$ cat src/rtl/lane_phase_scheduler.sv
// lane_phase_scheduler
//
// Four-lane intersection phase scheduler. Two conflicting lane pairs are
// sequenced through green, yellow and all-red phases:
//   pair A = lanes 2 and 4 (bits 1 and 3), the rest phase
//   pair B = lanes 1 and 3 (bits 0 and 2)
// Raw car sensors are synchronised and latched into per-lane waiting flags.
// Green time follows minimum-green, gap-out and maximum-green rules, and the
// twelve lamp outputs are decoded directly from the state register.
//
// Ports:
//   clk          in   system clock
//   rst          in   synchronous, active-high reset
//   car_req[3:0] in   raw asynchronous car sensors, bit n-1 = lane n
//   lane_red     out  red lamp per lane
//   lane_yellow  out  yellow lamp per lane
//   lane_green   out  green lamp per lane
//   phase[2:0]   out  current state encoding
//   waiting[3:0] out  latched per-lane service requests
module lane_phase_scheduler #(
    parameter logic [23:0] TICK_DIV  = 24'd12_000_000,
    parameter logic [7:0]  MIN_GREEN = 8'd4,
    parameter logic [7:0]  MAX_GREEN = 8'd15,
    parameter logic [7:0]  YELLOW_T  = 8'd2,
    parameter logic [7:0]  ALLRED_T  = 8'd1
) (
    input  logic       clk,
    input  logic       rst,
    input  logic [3:0] car_req,
    output logic [3:0] lane_red,
    output logic [3:0] lane_yellow,
    output logic [3:0] lane_green,
    output logic [2:0] phase,
    output logic [3:0] waiting
);

    typedef enum logic [2:0] {
        GREEN_A  = 3'd0,
        YELLOW_A = 3'd1,
        RED_AB   = 3'd2,
        GREEN_B  = 3'd3,
        YELLOW_B = 3'd4,
        RED_BA   = 3'd5
    } state_t;

    localparam logic [3:0] PAIR_A = 4'b1010;
    localparam logic [3:0] PAIR_B = 4'b0101;

    state_t      state_q, state_d;
    logic [3:0]  sync1_q, sync1_d;
    logic [3:0]  sync2_q, sync2_d;
    logic [3:0]  waiting_q, waiting_d;
    logic [23:0] presc_q, presc_d;
    logic [7:0]  timer_q, timer_d;

    logic        tick;
    logic [8:0]  tn;
    logic        state_change;
    logic        go_a, go_b;

    // Lamp decode straight from the state register.
    always_comb begin
        lane_green  = 4'b0000;
        lane_yellow = 4'b0000;
        lane_red    = 4'b1111;
        case (state_q)
            GREEN_A:  begin lane_green  = PAIR_A; lane_red = PAIR_B; end
            YELLOW_A: begin lane_yellow = PAIR_A; lane_red = PAIR_B; end
            GREEN_B:  begin lane_green  = PAIR_B; lane_red = PAIR_A; end
            YELLOW_B: begin lane_yellow = PAIR_B; lane_red = PAIR_A; end
            default:  lane_red = 4'b1111;
        endcase
    end

    always_comb begin
        tick = (presc_q == (TICK_DIV - 24'd1));
        // tn is 9 bits so a saturated timer (255) still compares as 256.
        tn   = {1'b0, timer_q} + 9'd1;

        // A green ends only if the opposing pair is waiting, and then either
        // at max green or at min green once its own lanes have gone quiet.
        go_a = ((waiting_q & PAIR_B) != 4'b0000) &&
               ((tn >= {1'b0, MAX_GREEN}) ||
                ((tn >= {1'b0, MIN_GREEN}) && ((sync2_q & PAIR_A) == 4'b0000)));
        go_b = ((waiting_q & PAIR_A) != 4'b0000) &&
               ((tn >= {1'b0, MAX_GREEN}) ||
                ((tn >= {1'b0, MIN_GREEN}) && ((sync2_q & PAIR_B) == 4'b0000)));

        state_d = state_q;
        case (state_q)
            GREEN_A:  if (tick && go_a) state_d = YELLOW_A;
            YELLOW_A: if (tick && (tn == {1'b0, YELLOW_T})) state_d = RED_AB;
            RED_AB:   if (tick && (tn == {1'b0, ALLRED_T})) state_d = GREEN_B;
            GREEN_B:  if (tick && go_b) state_d = YELLOW_B;
            YELLOW_B: if (tick && (tn == {1'b0, YELLOW_T})) state_d = RED_BA;
            RED_BA:   if (tick && (tn == {1'b0, ALLRED_T})) state_d = GREEN_A;
            default:  state_d = GREEN_A;
        endcase

        state_change = (state_d != state_q);

        // Restarting the prescaler on entry makes every timed state last an
        // exact multiple of TICK_DIV cycles.
        presc_d = (state_change || tick) ? 24'd0 : presc_q + 24'd1;

        if (state_change) begin
            timer_d = 8'd0;
        end else if (tick && (timer_q != 8'hFF)) begin
            timer_d = timer_q + 8'd1;
        end else begin
            timer_d = timer_q;
        end

        // Green lanes never latch a request; entering a pair's green clears
        // that pair, and the clear overrides a same-cycle set.
        waiting_d = waiting_q | (sync2_q & ~lane_green);
        if (state_change && (state_d == GREEN_A)) waiting_d = waiting_d & ~PAIR_A;
        if (state_change && (state_d == GREEN_B)) waiting_d = waiting_d & ~PAIR_B;

        sync1_d = car_req;
        sync2_d = sync1_q;
    end

    always_ff @(posedge clk) begin
        if (rst) begin
            state_q   <= GREEN_A;
            sync1_q   <= 4'b0000;
            sync2_q   <= 4'b0000;
            waiting_q <= 4'b0000;
            presc_q   <= 24'd0;
            timer_q   <= 8'd0;
        end else begin
            state_q   <= state_d;
            sync1_q   <= sync1_d;
            sync2_q   <= sync2_d;
            waiting_q <= waiting_d;
            presc_q   <= presc_d;
            timer_q   <= timer_d;
        end
    end

    assign phase   = state_q;
    assign waiting = waiting_q;

endmodule

$ cat config.mk
export PLATFORM = sky130hd
export DESIGN_NAME = lane_phase_scheduler
export DESIGN_NICKNAME = d
export VERILOG_FILES = /design/src/rtl/lane_phase_scheduler.sv
export SDC_FILE = /design/constraint.sdc
export NUM_CORES = 1
export LEC_CHECK = 0
export CELL_PAD_IN_SITES_DETAIL_PLACEMENT = 1
export CELL_PAD_IN_SITES_GLOBAL_PLACEMENT = 2
export CORE_MARGIN = 3
export CORE_UTILIZATION = 31
export DETAILED_ROUTE_END_ITERATION = 10
export GPL_TIMING_DRIVEN = 0
export PLACE_DENSITY_LB_ADDON = 0.2
export SYNTH_ARGS = -nofsm -noshare
export SYNTH_HDL_FRONTEND = slang
export SYNTH_SLANG_ARGS = --single-unit
$ cat constraint.sdc
create_clock -name clk -period 2.9 [get_ports clk]
set_input_delay 0.435 -clock clk [delete_from_list [all_inputs] [get_ports clk]]
set_output_delay 0.435 -clock clk [all_outputs]
set_load 0.01 [all_outputs]
==> impl_metrics.csv, run 1 <==
group,metric,value,unit
status,status,"finished, final reports clean",
layout,fillers,877,
drt,firstDrtPassIters,4,
clock_network,insertion_delay,300,ps
layout,seq_area,946,µm²
grt,antenna_found_initial,0,
sta,timing.slew.headroom,48.7,%
sta,fin_crit,2770,ps
layout,multi_input_area,1550,µm²
critical_path,worstSetupEndpointType,"flop",
layout,final_cell_area,3250,µm²
logic_synthesis,synth_mux_area_share,0.821,%
critical_path,criticalPathCategory,"flop to flop",
grt,grt_pass1_vias,2193,
die,dieArea,8970,µm²
clock_network,cts.htree.levels,2,
logic_synthesis,synthArstFlopShare,0,%
sta,finalCritPeriodShare,95.5,%
sta,finalSetupViolations,0,
layout,layout_commonest_cell,"dfxtp_1",
logic_synthesis,synth_flop_cell,"dfxtp_1",
die,coreArea,7450,µm²
logic_synthesis,synth.area.top_cells,"dfxtp_1, xor2_1, nor2_1, xnor2_1, and3_1",
logic_synthesis,synthAdderAreaFrac,2.57,%
clock_network,max-clock-path-buffers,2,
critical_path,r2r_slack,130,ps
flow_run,maxCapViolCount,0,
logic_synthesis,synth_top_area_cell,"dfxtp_1",
drt,drc,0,
placement,gp_congestion,0.726,
layout,mostFrequentLayoutCells,"dfxtp_1, nor2_1, clkdlybuf4s50_1",
logic_synthesis,syn_inst,272,
die,dieWidth,94.7,µm
logic_synthesis,syn_avg_cell_area,8.97,µm²
placement,dpl.hpwl,4280,µm
layout,synthToLayoutAreaGrowth,33.2,%
critical_path,cp_max_fo,5,
logic_synthesis,yosysSeqAreaShare,38.6,%
clock_network,path_clk_slew,90,ps
drt,ant_nets,0,
drt,vias,2038,
critical_path,worstPathRequired,3060,ps
logic_synthesis,synth-compound-area-share,9.49,%
pwr,powerDensity,351,nW/µm²
pwr,power.total,1140,µW
logic_synthesis,synth_edf_count,0,
drt,wl_per_cell,14.5,µm
sta,worst_slew_pin_slew,769,ps
layout,fin_nets,326,
logic_synthesis,syn-num-nets,283,
grt,grt_util_all_layers,14.9,%
logic_synthesis,ys_types,55,
grt,globalRouteOverflowTotal,0,
placement,io_buffers,24,
grt,grt_first_pass_wirelength,10600,µm
critical_path,startpoint_type,"flop",
logic_synthesis,synth-simple-area-share,32.9,%
logic_synthesis,synth-xor-area-share,9.70,%
layout,drive_above_1_share,27.2,%
layout,antenna_cells,0,
logic_synthesis,synth_top_family_by_area,"simple AND/OR/NAND/NOR gates",
sta,hold_violations,0,
clock_network,cts_root_buffer,"clkbuf_8",
drt,wl,6010,µm
sta,rsz0062_at_grt,"yes",
sta,final_max_slew_viol_count,0,
pwr,ir_drop,0.208,mV
logic_synthesis,synth_area,2440,µm²
critical_path,cp.arrival,2930,ps
pwr,cellLeakagePower,0.00120,µW
clock_network,cts_tree,"yes",
hold_path,min_path_type,"flop to flop",
die,start_util,32.7,%
logic_synthesis,ys_warn_count,0,
sta,fmax,0.361,GHz
clock_network,numCtsBuffers,5,
sta,finalClockSkew,7.65,ps
placement,placed_cell_area,2800,µm²
drt,dr.first_iter.drc_count,42,
die,pin_count,25,
logic_synthesis,synth-seq-cells,47,
logic_synthesis,yosysTopAreaCellShare,38.6,%
clock_network,cts_sinks,47,
die,die_y,94.7,µm
grt,grt_start_max_net_pins,15,
drt,via_per_inst,4.91,
die,core.rowCount,31,
==> metal layers <==
| metal | up-vias | global-route usage, % | share of wire (%) |
|---|---|---|---|
| met5 | - | 0 | 0 |
| li1 | 1026 | - | - |
| met1 | 992 | 19.0 | 46 |
| met2 | 16 | 26.0 | 51 |
| met3 | 4 | 2.95 | 2.1 |
| met4 | 0 | 3.25 | 0.91 |
==> power by group <==
part           internal, µW  total, µW  switching (µW)
registers               654        660            5.33
logic                  34.2       58.1            23.9
clock network           196        423             227
==> state kept, by name, indices dropped and copies added (netlist names) <==
register / cells
timer_q: 8
sync2_q: 4
presc_q: 24
waiting: 4
phase: 3
sync1_q: 4
==> area by class of cell <==
class | count | share of cell area (%)
clock inverter | 1 | 0.270
buffer | 16 | 3.81
tap | 99 | 3.81
inverter | 9 | 1.04
sequential | 47 | 29.1
timing repair buffer | 37 | 11.6
multi-input combinational | 199 | 47.7
clock buffer | 7 | 2.66
==> critical path, cell delays in order, from the launching register on <==
cell and delay (ps):
dfxtp_2 360, buf_6 110, inv_2 40, ha_4 260, or3b_4 370, a221oi_2 270, o2bb2ai_2 170, o311ai_4 140
or2_4 270, and3b_1 210, o211ai_4 110, bufbuf_16 310, nor3_2 40
==> timing repair <==
item | in CTS | in global routing
buffers inserted | 10 | 1
resized for setup | 23 | 23
endpoints found under the setup margin | 32 | 36
pin swaps | 8 | 8
hold buffers | 0 | 0
gates cloned | 2 | 0
==> logic make-up (layout without fill, tap and decap cells) <==
family | after synthesis | count (layout)
AOI/OAI and AO/OA | 29 | 29
xor gates and xnor gates | 27 | 27
muxes | 2 | 2
and+or+nand+nor | 136 | 136
adders and majority gates | 5 | 5
buffers and inverters | 26 | 70
DFF | 47 | 47
==> through the flow <==
step	setup WS (ps)	setup TNS [ps]	instances	hold WS [ps]	util (%)
after detailed placement	-358	-10420	395	428	37.6
after floorplan	180	0	272	414	-
after global placement	-328	-9560	395	418	37.6
after CTS	28.3	0	415	453	42.1
after global routing	-28.3	-153	415	465	43.6
final	132	0	415	443	43.6
==> worst paths after layout <==
| kind | start | to | cells past startpoint |
|---|---|---|---|
| setup / recovery | timer_q[0]$_SDFFE_PP0P_ | presc_q[18]$_SDFF_PP0_ | 12 |
| hold / removal | sync1_q[1]$_SDFF_PP0_ | sync2_q[1]$_SDFF_PP0_ | 1 |
| setup reg to reg | timer_q[0]$_SDFFE_PP0P_ | presc_q[18]$_SDFF_PP0_ | 12 |
| hold reg to reg | sync1_q[1]$_SDFF_PP0_ | sync2_q[1]$_SDFF_PP0_ | 1 |
==> synth_stat cells, types with 2 or more instances <==
library cell and count:
nor3_1 14, inv_1 9, a21o_1 2, nor4_1 2
clkbuf_1 3, o21ai_0 4, or2_2 4, nand3b_1 2
xor2_1 16, and4bb_2 2, nand4b_1 2, dfxtp_1 47
ha_1 5, buf_2 5, nor2_1 31, mux2i_1 2
nand3_1 11, nor2b_1 9, and3_1 13, nand4_1 7
a211oi_1 3, a21oi_1 6, xnor2_1 11, buf_4 7
and4_1 2, buf_6 2, nand2b_1 2, nor3_2 7
nand2_1 16
Power figures use the tool's default switching activity.
==> run 2, diff against run 1 <==
- CTS_CLUSTER_SIZE: default -> 16
==> results of run 2 <==
The final DEF is identical to that of run 1; final timing and power are the same.
